### src/rtl/disp_mux_n.sv
`default_nettype none
// ============================================================================
//  disp_mux_n : time-multiplexed common-anode 7-segment scanner, with a
//  per-frame shadow buffer, blank/blink, leading-zero suppression and PWM.
//  Revision 1.0
// ============================================================================
module disp_mux_n #(
  parameter int DIGITS  = 4,
  parameter int DIV_W   = 16,
  parameter int BLINK_W = 24
) (
  input  logic                  clk,
  input  logic                  reset,
  input  logic [4*DIGITS-1:0]   hex,
  input  logic [DIGITS-1:0]     dp_in,
  input  logic [DIGITS-1:0]     blank,
  input  logic [DIGITS-1:0]     blink,
  input  logic                  lz_en,
  input  logic [3:0]            bright,
  output logic [DIGITS-1:0]     an,
  output logic [7:0]            sseg,
  output logic                  frame
);

  localparam int                IDX_W    = (DIGITS > 1) ? $clog2(DIGITS) : 1;
  localparam logic [IDX_W-1:0]  LAST_IDX = IDX_W'(DIGITS - 1);

  logic [DIV_W-1:0]    p;
  logic [IDX_W-1:0]    idx;
  logic [BLINK_W-1:0]  blink_cnt;
  logic [4*DIGITS-1:0] sh_hex;
  logic [DIGITS-1:0]   sh_dp;
  logic [DIGITS-1:0]   sh_blank;
  logic [DIGITS-1:0]   sh_blink;

  logic                wrap;
  logic                frame_end;
  logic [DIGITS-1:0]   zero;
  logic [DIGITS-1:0]   sup;
  logic                tail;
  logic [3:0]          cur_hex;
  logic                cur_dp;
  logic                cur_dark;
  logic                gate;
  logic                dark;
  logic [DIGITS-1:0]   an_nxt;
  logic [7:0]          sseg_nxt;

  function automatic logic [6:0] seg7(input logic [3:0] v);
    case (v)
      4'h0: seg7 = 7'h40;  4'h1: seg7 = 7'h79;  4'h2: seg7 = 7'h24;  4'h3: seg7 = 7'h30;
      4'h4: seg7 = 7'h19;  4'h5: seg7 = 7'h12;  4'h6: seg7 = 7'h02;  4'h7: seg7 = 7'h78;
      4'h8: seg7 = 7'h00;  4'h9: seg7 = 7'h10;  4'hA: seg7 = 7'h08;  4'hB: seg7 = 7'h03;
      4'hC: seg7 = 7'h46;  4'hD: seg7 = 7'h21;  4'hE: seg7 = 7'h06;  default: seg7 = 7'h0E;
    endcase
  endfunction

  assign wrap      = &p;
  assign frame_end = wrap && (idx == LAST_IDX);

  generate
    for (genvar i = 0; i < DIGITS; i++) begin : g_zero
      assign zero[i] = (sh_hex[4*i +: 4] == 4'h0) && !sh_dp[i];
    end
  endgenerate

  // A digit is a leading zero when it and every more-significant digit are blank-valued.
  always_comb begin
    tail = 1'b1;
    sup  = '0;
    for (int i = DIGITS - 1; i >= 0; i--) begin
      tail   = tail & zero[i];
      sup[i] = lz_en && tail && (i != 0);
    end
  end

  always_comb begin
    cur_hex  = 4'h0;
    cur_dp   = 1'b0;
    cur_dark = 1'b1;
    for (int i = 0; i < DIGITS; i++) begin
      if (idx == IDX_W'(i)) begin
        cur_hex  = sh_hex[4*i +: 4];
        cur_dp   = sh_dp[i];
        cur_dark = sh_blank[i] | (sh_blink[i] & blink_cnt[BLINK_W-1]) | sup[i];
      end
    end
  end

  assign gate     = (p[DIV_W-1 -: 4] <= bright);
  assign dark     = cur_dark | ~gate;
  assign an_nxt   = dark ? {DIGITS{1'b1}} : ~(DIGITS'(1) << idx);
  assign sseg_nxt = dark ? 8'hFF : {~cur_dp, seg7(cur_hex)};

  always_ff @(posedge clk) begin
    if (reset) begin
      p         <= '0;
      idx       <= '0;
      blink_cnt <= '0;
      sh_hex    <= '0;
      sh_dp     <= '0;
      sh_blank  <= '1;
      sh_blink  <= '0;
      frame     <= 1'b0;
      an        <= '1;
      sseg      <= 8'hFF;
    end else begin
      p         <= p + 1'b1;
      blink_cnt <= blink_cnt + 1'b1;
      if (wrap) begin
        idx <= (idx == LAST_IDX) ? '0 : idx + 1'b1;
      end
      if (frame_end) begin
        sh_hex   <= hex;
        sh_dp    <= dp_in;
        sh_blank <= blank;
        sh_blink <= blink;
      end
      frame <= frame_end;
      an    <= an_nxt;
      sseg  <= sseg_nxt;
    end
  end

endmodule
`default_nettype wire

### config.mk
export PLATFORM = sky130hd
export DESIGN_NAME = disp_mux_n
export DESIGN_NICKNAME = d
export VERILOG_FILES = /design/src/rtl/disp_mux_n.sv
export SDC_FILE = /design/constraint.sdc
export NUM_CORES = 1
export LEC_CHECK = 0
export BUFFER_PORTS_ARGS = -buffer_cell sky130_fd_sc_hd__buf_2
export CAP_MARGIN = 20
export CELL_PAD_IN_SITES_DETAIL_PLACEMENT = 2
export CELL_PAD_IN_SITES_GLOBAL_PLACEMENT = 2
export CORE_ASPECT_RATIO = 1.75
export CORE_MARGIN = 1
export CORE_UTILIZATION = 32
export DETAILED_ROUTE_END_ITERATION = 6
export PLACE_DENSITY_LB_ADDON = 0.1
export SLEW_MARGIN = 20
export SYNTH_ARGS = -nofsm -noshare
export SYNTH_HDL_FRONTEND = slang
export SYNTH_SLANG_ARGS = --single-unit
### constraint.sdc
create_clock -name clk -period 2.3 [get_ports clk]
set_clock_uncertainty 0.2 [all_clocks]
set_input_delay 0.115 -clock clk [delete_from_list [all_inputs] [get_ports clk]]
set_output_delay 0.115 -clock clk [all_outputs]
set_load 0.03 [all_outputs]
==> results.toml <==
[outcome]
status = "finished, violations left"
violations_in_the_final_reports = "setup timing"

[final_layout]
design.final.nets = 571
layout-area-overhead-vs-synth_pct = 32.8
fillCellCount = 1284
number_of_antenna_repair_diodes = 0
post_route_cells_drive_above_1_share_pct = 24.0

[critical_path]
timing.critical_path.fanout_max = 9
critPathCaptureType = "flip-flop"
timing.reg2reg.setup_slack_ns = -0.06
worst_setup_path_start_kind = "flip-flop"
timing.critical_path.slowest_cell_delay_ns = 0.37
cpLargestDelayFamily = "buffers and inverters"
worst_path_max_delay_cell = "dfxtp_4"
worstPathArrival_ns = 2.38
critical_path_required_ns = 2.32
crit_buf_inv = 3
timing_worst_setup_path_type = "reg2reg"
critical_path.cell_chain = "buf_4, ha_4, buf_4, nor3b_1, a221oi_2, buf_4, mux2_4, a22oi_2, nand3_1"
crit_top_cell = "buf_4"

[power_and_ir_drop]
total_power_uw = 2970
total_leakage_power_uw = 0.00209
vdd_drop_max_mv = 0.377
ratio_of_total_power_to_cell_area_nw_per_um2 = 584

[cts]
tritoncts.num_buffers = 9
clock_transition_time_at_the_flip_flop_clock_pins_of_the_worst_setup_and_hold_paths_ns = 0.07
clock_tree.htree_level_count = 3
cts_tree = "built"
cts_max_path_buffers = 2
clock-root-buffer = "clkbuf_16"
cts.sink_count = 83
clock_latency_ns = 0.35

[route]
first_iter_violations = 63
via_count = 3369
vias_per_cell = 5.10
remaining_drc_errors = 0
firstDrtPassIters = 6
drt.antenna.violating_nets = 0
routedWlPerCell_um = 16.9
detail_route.wirelength_um = 11100

[synthesis]
syn-cell-area_um2 = 3830
yosysWarnings = 0
synthesis.instances = 423
proportion_of_synthesized_chip_area_in_sequential_cells_pct = 43.4
synth_enable_flop_cells = 0
distinct_cell_type_count_after_synthesis = 46
synthesis.nets = 474
syn_area_per_cell_um2 = 9.05
synth.ff_latch_count = 83
synth_ff_type = "dfxtp_1"
asyncSetResetFlopFracSynth_pct = 0

[global_route]
grt_first_pass_wirelength_um = 18300
grt_overflow = 0
grt_use_total_pct = 19.0
vias_in_the_first_global_route = 3839
antenna_found_initial = 0
grt_start_max_net_pins = 37

[timing]
timing.final.hold_violations = 0
max_slew_margin_pct = 52.9
fmax_ghz = 0.423
finalWorstPathRequiredPeriod_ns = 2.36
layout_setup_ws_ns = -0.0630
layout_worst_path_cycle_share_pct = 103
final_setup_violations = 2
slew_viol_final = 0
unrepaired_setup_endpoints_after_global_routing = "true"
hold-worst-slack_ns = 0.108
max_slew.worst_pin.slew_ns = 0.707

[placed_design]
routabilityCongestion = 0.781
dp_hpwl_um = 7610
placement.io_buffers = 47

[die]
core.rowCount = 52
io-pin-count = 48
core_region_um2 = 11600
start_util_pct = 33.1
total_die_area_um2 = 12400
die_height_um = 147
die_x_um = 84.7

[hold_path]
min-delay-path-class = "in2reg"

[run]
max-cap-violations = 0
[where the power goes]
group	leakage, µW	switching [µW]	internal [µW]	total [µW]
clock network	0.000137	644	749	1390
registers	0.000672	8.73	1440	1450
logic	0.00128	54.4	69.2	124
[cell type report]
cell class              instances  area [µm²]  area share (%)
repair buffers                105         766            15.1
flip-flops and latches         83        1670            32.8
clock buffers                   9         225            4.43
well taps                     135         169            3.32
inverters                      22        85.1            1.67
multi-input cells             299        2110            41.5
clock inverters                 7        60.1            1.18
[logic make-up (layout without fill, tap and decap cells)]
logic type	after synthesis	count (layout)	share of synthesized area [%]
multiplexers	31	31	8.24
flip-flops	83	83	43.4
XOR/XNOR	33	33	7.55
AO/OA/AOI/OAI	42	42	7.68
buffers and inverters	41	143	4.67
adder cells (fa/ha/maj)	16	16	5.23
AND/OR/NAND/NOR	177	177	23.2
[flip-flops by register name, summed over array words and instances, names as in the netlist]
register and count:
sh_blink 4, sh_blank 4, an 4, p 16, sseg 8, idx 2
frame 1, sh_hex 16, sh_dp 4, blink_cnt 24
[routing by layer]
metal	GRT usage [%]	up-vias	wire length [µm]	part of all wire (%)
li1	-	1640	-	-
met1	17.7	1666	4110	37
met2	38.5	45	6510	58
met3	3.54	18	243	2.2
met4	8.73	0	261	2.3
met5	0	-	0	0
[through the flow]
stage | utilization, % | TNS [ns] | instance area (µm²) | std cells | setup slack [ns]
floorplan | - | -0.0297 | 3880 | 423 | -0.0285
global placement | 37.5 | -0.0281 | 4350 | 606 | -0.0106
detailed placement | 37.5 | -0.432 | 4350 | 606 | -0.123
CTS | 43.2 | -0.00135 | 5010 | 656 | -0.00135
global route | 43.9 | -0.563 | 5080 | 660 | -0.134
finish | 43.9 | -0.0630 | 5080 | 660 | -0.0630
[cells in the mapped netlist, types with 4 or more instances]
cell type | n | share of area (%)
xnor2_1 | 22 | 5.0
nand2_1 | 22 | 2.2
nor3b_1 | 5 | 0.98
nand3b_1 | 4 | 0.78
a211oi_1 | 6 | 1.2
a211o_1 | 4 | 0.91
dfxtp_1 | 83 | 43
nand3_1 | 23 | 3.0
nand4_1 | 6 | 0.98
inv_1 | 22 | 2.2
clkbuf_1 | 10 | 0.98
xor2_1 | 11 | 2.5
or3_1 | 4 | 0.65
nor2b_1 | 7 | 1.1
nor3_1 | 8 | 1.0
nor2_1 | 76 | 7.5
mux2_2 | 4 | 1.2
a21oi_1 | 10 | 1.3
nor4_1 | 4 | 0.65
mux2i_1 | 27 | 7.1
buf_2 | 5 | 0.65
ha_1 | 16 | 5.2
o21ai_0 | 10 | 1.3
and4_1 | 7 | 1.6
[worst paths after layout]
check / start / to / cells after the start
min: reset / sh_dp[1] / 2
max: idx[1] / sseg[6] / 9
max reg2reg: idx[1] / sseg[6] / 9
min reg2reg: p[0] / p[0] / 1
[layout by cell type (no fill, tap or decap), drive strengths merged, types with 10 or more instances in the layout]
master,n
inv,25
mux2i,27
dfxtp,83
xnor2,22
nor2,76
nand3,24
nand2,22
dlygate4sd3,28
ha,16
buf,77
o21ai,11
a21oi,10
xor2,11
[timing repair]
action,4_1_cts,5_1_grt
pin swaps,7,8
endpoints found under the hold margin,28,0
gates cloned,0,0
setup buffers,6,4
endpoints found under the setup margin,5,7
gates resized for setup,13,8
hold buffers,28,0
Note: power is estimated with default switching activity, not from simulation.
